<file path="src/rtl/cnn_pkg.sv">
// Shared types for the CNN datapath: opaque single-precision float words and sequence ids.
package cnn_pkg;

  localparam int unsigned FLOAT_W = 32;
  localparam int unsigned ID_W    = 8;

  typedef logic [FLOAT_W-1:0] float_t;
  typedef logic [ID_W-1:0]    id_t;

  localparam float_t FLOAT_ZERO = 32'h0;

endpackage

</file>
<file path="src/rtl/ip_vector_loader_if.sv">
// Element stream in, packed vector stream out, for the inner-product vector loader.
interface ip_vector_loader_if #(
  parameter int unsigned WIDTH = 8
) ();
  import cnn_pkg::*;

  float_t             s_data;
  logic               s_valid;
  logic               s_last;
  logic               s_ready;
  float_t [WIDTH-1:0] out_data;
  id_t                out_id;
  logic               out_valid;
  logic               out_ready;

  modport slave (
    input  s_data, s_valid, s_last, out_ready,
    output s_ready, out_data, out_id, out_valid
  );

  modport master (
    output s_data, s_valid, s_last, out_ready,
    input  s_ready, out_data, out_id, out_valid
  );

endinterface

</file>
<file path="src/rtl/ip_vector_loader.sv">
// Packs a serial float stream into WIDTH-lane vectors tagged with a sequence id.
// A fill buffer and an output buffer let the next vector fill while one is held.
module ip_vector_loader
  import cnn_pkg::*;
#(
  parameter int unsigned WIDTH   = 8,
  parameter id_t         ID_INIT = 8'h00
) (
  input  logic                clk,
  input  logic                reset,
  ip_vector_loader_if.slave   bus
);

  localparam int unsigned CNT_W = $clog2(WIDTH + 1);
  typedef logic [CNT_W-1:0] cnt_t;

  localparam logic [0:0] ST_FILLING = 1'b0;
  localparam logic [0:0] ST_FULL    = 1'b1;

  logic [0:0]         state_q, state_d;
  cnt_t               cnt_q, cnt_d;
  float_t [WIDTH-1:0] fill_q, fill_d;

  float_t [WIDTH-1:0] out_data_q, out_data_d;
  logic               out_valid_q, out_valid_d;
  id_t                out_id_q, out_id_d;
  id_t                id_cnt_q, id_cnt_d;

  logic               s_ready_c;
  logic               in_fire;
  logic               out_fire;
  logic               out_free;
  logic               copy;
  cnt_t               fill_len;
  logic [WIDTH-1:0]   pad_mask;
  float_t [WIDTH-1:0] merged;
  float_t [WIDTH-1:0] copy_vec;

  // Nothing is accepted or consumed while reset is held.
  assign s_ready_c = (state_q == ST_FILLING) && !reset;
  assign in_fire   = bus.s_valid && s_ready_c;
  assign out_fire  = out_valid_q && bus.out_ready && !reset;
  assign out_free  = !out_valid_q || out_fire;

  // Fill buffer with the incoming element merged in, then zero-padded past the vector length.
  always_comb begin
    merged   = fill_q;
    fill_len = cnt_q;
    pad_mask = '0;
    copy_vec = '0;
    if (in_fire) begin
      fill_len = cnt_q + cnt_t'(1);
      for (int unsigned i = 0; i < WIDTH; i++) begin
        if (cnt_t'(i) == cnt_q) merged[i] = bus.s_data;
      end
    end
    for (int unsigned i = 0; i < WIDTH; i++) begin
      pad_mask[i] = (cnt_t'(i) < fill_len);
      copy_vec[i] = pad_mask[i] ? merged[i] : FLOAT_ZERO;
    end
  end

  // Fill FSM next state and copy decision.
  always_comb begin
    state_d = state_q;
    cnt_d   = cnt_q;
    fill_d  = fill_q;
    copy    = 1'b0;
    case (state_q)
      ST_FILLING: begin
        if (in_fire) begin
          fill_d = merged;
          cnt_d  = cnt_q + cnt_t'(1);
          if ((cnt_d == cnt_t'(WIDTH)) || bus.s_last) begin
            if (out_free) begin
              copy  = 1'b1;
              cnt_d = '0;
            end else begin
              state_d = ST_FULL;
            end
          end
        end
      end
      ST_FULL: begin
        if (out_free) begin
          copy    = 1'b1;
          cnt_d   = '0;
          state_d = ST_FILLING;
        end
      end
      default: state_d = ST_FILLING;
    endcase
  end

  // Output buffer and id counter next state.
  always_comb begin
    out_data_d  = out_data_q;
    out_valid_d = out_valid_q;
    out_id_d    = out_id_q;
    id_cnt_d    = id_cnt_q;
    if (copy) begin
      out_data_d  = copy_vec;
      out_valid_d = 1'b1;
      out_id_d    = id_cnt_q;
      id_cnt_d    = id_cnt_q + id_t'(1);
    end else if (out_fire) begin
      out_valid_d = 1'b0;
    end
  end

  always_ff @(posedge clk) begin
    if (reset) begin
      state_q <= ST_FILLING;
      cnt_q   <= '0;
      fill_q  <= '0;
    end else begin
      state_q <= state_d;
      cnt_q   <= cnt_d;
      fill_q  <= fill_d;
    end
  end

  always_ff @(posedge clk) begin
    if (reset) begin
      out_data_q  <= '0;
      out_valid_q <= 1'b0;
      out_id_q    <= ID_INIT;
    end else begin
      out_data_q  <= out_data_d;
      out_valid_q <= out_valid_d;
      out_id_q    <= out_id_d;
    end
  end

  always_ff @(posedge clk) begin
    if (reset) id_cnt_q <= ID_INIT;
    else       id_cnt_q <= id_cnt_d;
  end

  assign bus.s_ready   = s_ready_c;
  assign bus.out_data  = out_data_q;
  assign bus.out_valid = out_valid_q;
  assign bus.out_id    = out_id_q;

endmodule

</file>
<file path="src/flat_wrapper.sv">
// flat-port wrapper written by rule: the top's interface ports become plain ports
module ip_vector_loader_flat import cnn_pkg::*;
#(
  parameter int unsigned WIDTH   = 8,
  parameter id_t         ID_INIT = 8'h00
)
  (clk, reset, bus_s_data, bus_s_valid, bus_s_last, bus_out_ready, bus_s_ready, bus_out_data, bus_out_id, bus_out_valid);
  ip_vector_loader_if #(.WIDTH(WIDTH)) bus_i ();
  input  logic clk;
  input  logic reset;
  input wire logic [$bits(bus_i.s_data)-1:0] bus_s_data;
  input wire logic [$bits(bus_i.s_valid)-1:0] bus_s_valid;
  input wire logic [$bits(bus_i.s_last)-1:0] bus_s_last;
  input wire logic [$bits(bus_i.out_ready)-1:0] bus_out_ready;
  output wire logic [$bits(bus_i.s_ready)-1:0] bus_s_ready;
  output wire logic [$bits(bus_i.out_data)-1:0] bus_out_data;
  output wire logic [$bits(bus_i.out_id)-1:0] bus_out_id;
  output wire logic [$bits(bus_i.out_valid)-1:0] bus_out_valid;
  assign bus_i.s_data = bus_s_data;
  assign bus_i.s_valid = bus_s_valid;
  assign bus_i.s_last = bus_s_last;
  assign bus_i.out_ready = bus_out_ready;
  assign bus_s_ready = bus_i.s_ready;
  assign bus_out_data = bus_i.out_data;
  assign bus_out_id = bus_i.out_id;
  assign bus_out_valid = bus_i.out_valid;
  ip_vector_loader #(.WIDTH(WIDTH), .ID_INIT(ID_INIT)) u_core (.clk(clk), .reset(reset), .bus(bus_i));
endmodule
</file>
<file path="config.mk">
export PLATFORM = sky130hd
export DESIGN_NAME = ip_vector_loader_flat
export DESIGN_NICKNAME = d
export VERILOG_FILES = /design/src/rtl/cnn_pkg.sv /design/src/rtl/ip_vector_loader_if.sv /design/src/rtl/ip_vector_loader.sv /design/src/flat_wrapper.sv
export SDC_FILE = /design/constraint.sdc
export NUM_CORES = 1
export LEC_CHECK = 0
export ABC_AREA = 1
export CORE_ASPECT_RATIO = 1.1
export CORE_UTILIZATION = 55
export DETAILED_ROUTE_END_ITERATION = 12
export PLACE_DENSITY = 0.92
export SLEW_MARGIN = 20
export SYNTH_ARGS = -nofsm -noshare
export SYNTH_HDL_FRONTEND = slang
export SYNTH_SLANG_ARGS = --single-unit
</file>
<file path="constraint.sdc">
create_clock -name clk -period 2.64 [get_ports clk]
set_input_delay 0.792 -clock clk [delete_from_list [all_inputs] [get_ports clk]]
set_output_delay 0.792 -clock clk [all_outputs]
set_load 0.02 [all_outputs]
</file>
==> impl_metrics.py, run 1 <==
metrics = {
    "yosys": {
        "synth_flop_cell": "dfxtp_1",
        "yosys_warnings": 0,
        "synth.top_cell.area_share_pct": 46.9,
        "ys_top_cells_by_area": "dfxtp_1 47%, nand2_1 19%, nor2_1 8.9%",
        "syn_nets": 3426,
        "synth_edf_count": 0,
        "synth_seq_cells": 534,
        "synthTopCellsByCount": "1124 x nand2_1, 543 x nor2_1, 534 x dfxtp_1, 418 x inv_1",
        "synth_area_um2": 22800,
        "yosysSeqAreaShare_pct": 46.9,
        "yosysUniqueCellTypes": 27,
        "syn_avg_cell_area_um2": 6.73,
        "ys_async_sr_fraction_pct": 0,
        "yosys.cell_count.top_type": "nand2_1",
        "synth_top_area_cell": "dfxtp_1",
        "syn_inst": 3384,
    },
    "timing": {
        "fmax_mhz": 407,
        "setup_violations": 0,
        "fin_skew_ps": 20.3,
        "fin_ws_ps": 181,
        "fin_crit_sh_pct": 93.1,
        "post-route-min-period_ps": 2460,
        "hold_violations": 0,
        "slew_violations": 0,
        "rsz0062_at_grt": "no",
        "slew_headroom_pct": 57.2,
        "worst_pin_slew_ps": 643,
    },
    "global_route": {
        "use_met1_pct": 41.7,
        "gr-total-overflow": 0,
        "met2_usage_pct": 53.5,
        "grt_use_met3_pct": 6.05,
        "grt.busiest_layer": "met2",
        "antenna_found_initial": 3,
        "grt_pass1_wl_um": 112000,
        "grt_pass1_vias": 20892,
        "track_usage_pct": 33.5,
        "grt_start_max_net_pins": 140,
    },
    "worst_setup_path": {
        "cp_max_fo": 2,
        "cp-end-kind": "output port",
        "crit_end": "bus_out_data[189]",
        "crit_path_cell_trace": "clkdlybuf4s50_1",
        "rrSetupSlack_ps": 360,
        "cp.buffers_inverters": 1,
        "rr_endpoint": "u_core.bus.out_data[37]",
        "cpPeakStageDelay_ps": 710,
        "r2r_cells": 12,
        "timing.rr.start": "u_core.cnt_q[1]",
        "critPathTopFamily": "buffers and inverters",
        "slowest_stage": "clkdlybuf4s50_1",
        "path_class": "flip-flop to output port",
        "crit_start": "u_core.bus.out_data[189]",
        "arrival_ps": 1670,
        "crit_required_ps": 1850,
        "setup.worst_path.start_class": "flip-flop",
        "cp.depth": 1,
    },
    "floorplanning": {
        "die_h_um": 215,
        "die_area_um2": 42200,
        "num_io_pins": 303,
        "rows": 77,
        "initial_core_util_pct": 56.3,
        "core_area_um2": 40500,
        "die_w_um": 196,
    },
    "job": {
        "max_cap_violations": 0,
    },
    "drt": {
        "wl_per_cell_um": 17.1,
        "first_iter_violations": 2564,
        "drc": 0,
        "drt-total-wl_um": 71800,
        "via_per_inst": 5.31,
        "ant_nets": 0,
        "drtPass1Iterations": 7,
        "via_count": 22377,
    },
    "placement": {
        "io_buffers": 302,
        "hpwlAfterDp_um": 44800,
        "dp_slack_ps": -87.3,
        "place_area_um2": 26900,
        "place.gp.congestion": 0.898,
    },
    "cells_and_area": {
        "utilization_pct": 71.3,
        "drive_gt1_share_pct": 7.54,
        "syn_to_final_growth_pct": 26.6,
        "nNetsFinal": 3700,
        "antennaDiodeCount": 0,
        "fin_area_um2": 28800,
        "fillCellCount": 2922,
    },
    "pwr": {
        "seqPwrFrac_pct": 44.7,
        "p_leak_nw": 13.9,
        "powerDensity_nw_per_um2": 662,
        "switching_share_pct": 25.6,
        "p_sw_mw": 4.89,
        "vdd_drop_max_mv": 0.583,
        "combPwrFrac_pct": 12.2,
        "p_int_mw": 14.2,
        "clockPowerShare_pct": 43.1,
    },
    "clock_tree": {
        "clock-sinks": 534,
        "clk_pin_slew_worst_paths_ps": 60,
        "cts-root-buf": "clkbuf_16",
        "h-tree-depth": 2,
        "cts_hold_buf": 0,
        "worstSkewPairLatency_ps": 600,
        "cts-resized-gates": 0,
        "cts_tree": "done",
        "cts_setup_buffers": 0,
        "clock_path_buffers": 3,
        "cts_buffers": 52,
    },
    "status": {
        "outcome": "finished, final reports clean",
    },
    "min_path": {
        "min_path_type": "flip-flop to flip-flop",
    },
}
cell type report:
class | count | area [µm²] | share of cell area [%]
Tap cell | 513 | 642 | 2.23
Multi-Input combinational cell | 2215 | 9500 | 32.9
Sequential cell | 534 | 10700 | 37.1
Clock buffer | 65 | 1440 | 4.99
Timing Repair Buffer | 429 | 4500 | 15.6
Inverter | 426 | 1610 | 5.57
Clock inverter | 31 | 462 | 1.60
worst reg2reg max path, stage by stage, from the launching register on:
cell	delay (ps)
dfxtp_1	460
ha_1	300
nand2_1	70
inv_1	80
nand3_1	80
nand2_1	160
nand3_4	150
nand2_4	290
inv_2	190
buf_12	200
nand2_1	100
nand2_1	80
inv_1	60
registers in the layout, summed over array words and instances (netlist names):
signal	cells
u_core.cnt_q	4
u_core.bus.out_id	8
u_core.id_cnt_q	8
u_core.bus.out_valid	1
u_core.fill_q	256
u_core.state_q	1
u_core.bus.out_data	256
power groups by stage:
stage | Combinational (mW) | Clock [mW] | Sequential, mW
finish | 2.34 | 8.23 | 8.53
detailed placement | 2.28 | 0 | 8.70
global route | 2.52 | 8.61 | 8.55
CTS | 2.31 | 8.26 | 8.53
global placement | 2.23 | 0 | 8.69
floorplan | 1.06 | 0 | 8.89
cell families (layout without fill, tap and decap cells):
group / count (synthesis) / after routing / synth area share, %
compound gates: 268 / 268 / 5.89
xor+xnor: 6 / 6 / 0.231
fa+ha+maj: 5 / 5 / 0.275
buf+inv: 635 / 951 / 11.5
flops: 534 / 534 / 46.9
simple gates: 1936 / 1936 / 35.2
how the worst min path moves through the flow:
stage / cells past startpoint / slack [ps] / start / endpoint
after CTS: 2 / 450 / u_core.bus.out_data[5] / u_core.bus.out_data[5]
after global routing: 2 / 460 / u_core.bus.out_data[0] / u_core.bus.out_data[0]
after global placement: 2 / 430 / u_core.bus.out_data[7] / u_core.bus.out_data[7]
after floorplan: 2 / 450 / u_core.fill_q[184] / u_core.fill_q[184]
final: 2 / 450 / u_core.bus.out_data[0] / u_core.bus.out_data[0]
after detailed placement: 2 / 430 / u_core.bus.out_id[1] / u_core.bus.out_id[1]
placed cells by master, fill, tap and decap left out, types with 42 or more instances in the layout:
cell / synthesis / layout
a21oi_1: 105 / 105
buf_12: 0 / 42
buf_4: 10 / 86
clkbuf_16: 0 / 52
clkdlybuf4s50_1: 0 / 300
dfxtp_1: 534 / 534
inv_1: 418 / 417
nand2_1: 1124 / 1122
nand3_1: 86 / 85
nand3b_1: 97 / 97
nor2_1: 543 / 543
o21ai_0: 105 / 105
o21ai_1: 58 / 58
metrics by stage:
step           setup TNS (ps)  total power, mW  cells  hold WS (ps)
2_1_floorplan               0             9.95   3384           447
4_1_cts                     0             19.1   4213           448
5_1_grt                     0             19.7   4213           457
3_3_place_gp                0             10.9   4117           426
3_5_place_dp            -5000             11.0   4117           433
6_report                    0             19.1   4213           447
layer usage:
layer	vias to the layer above	wire, µm
li1	10706	-
met1	10229	27800
met2	1151	32300
met3	287	6690
met4	4	4980
met5	-	34
Note: power is estimated with default switching activity, not from simulation.
==> run 2: changes to the inputs <==
TNS_END_PERCENT = 20   (was not set)
==> results of run 2 <==
Same layout as run 1: the final DEF is identical, and so are final timing and power.
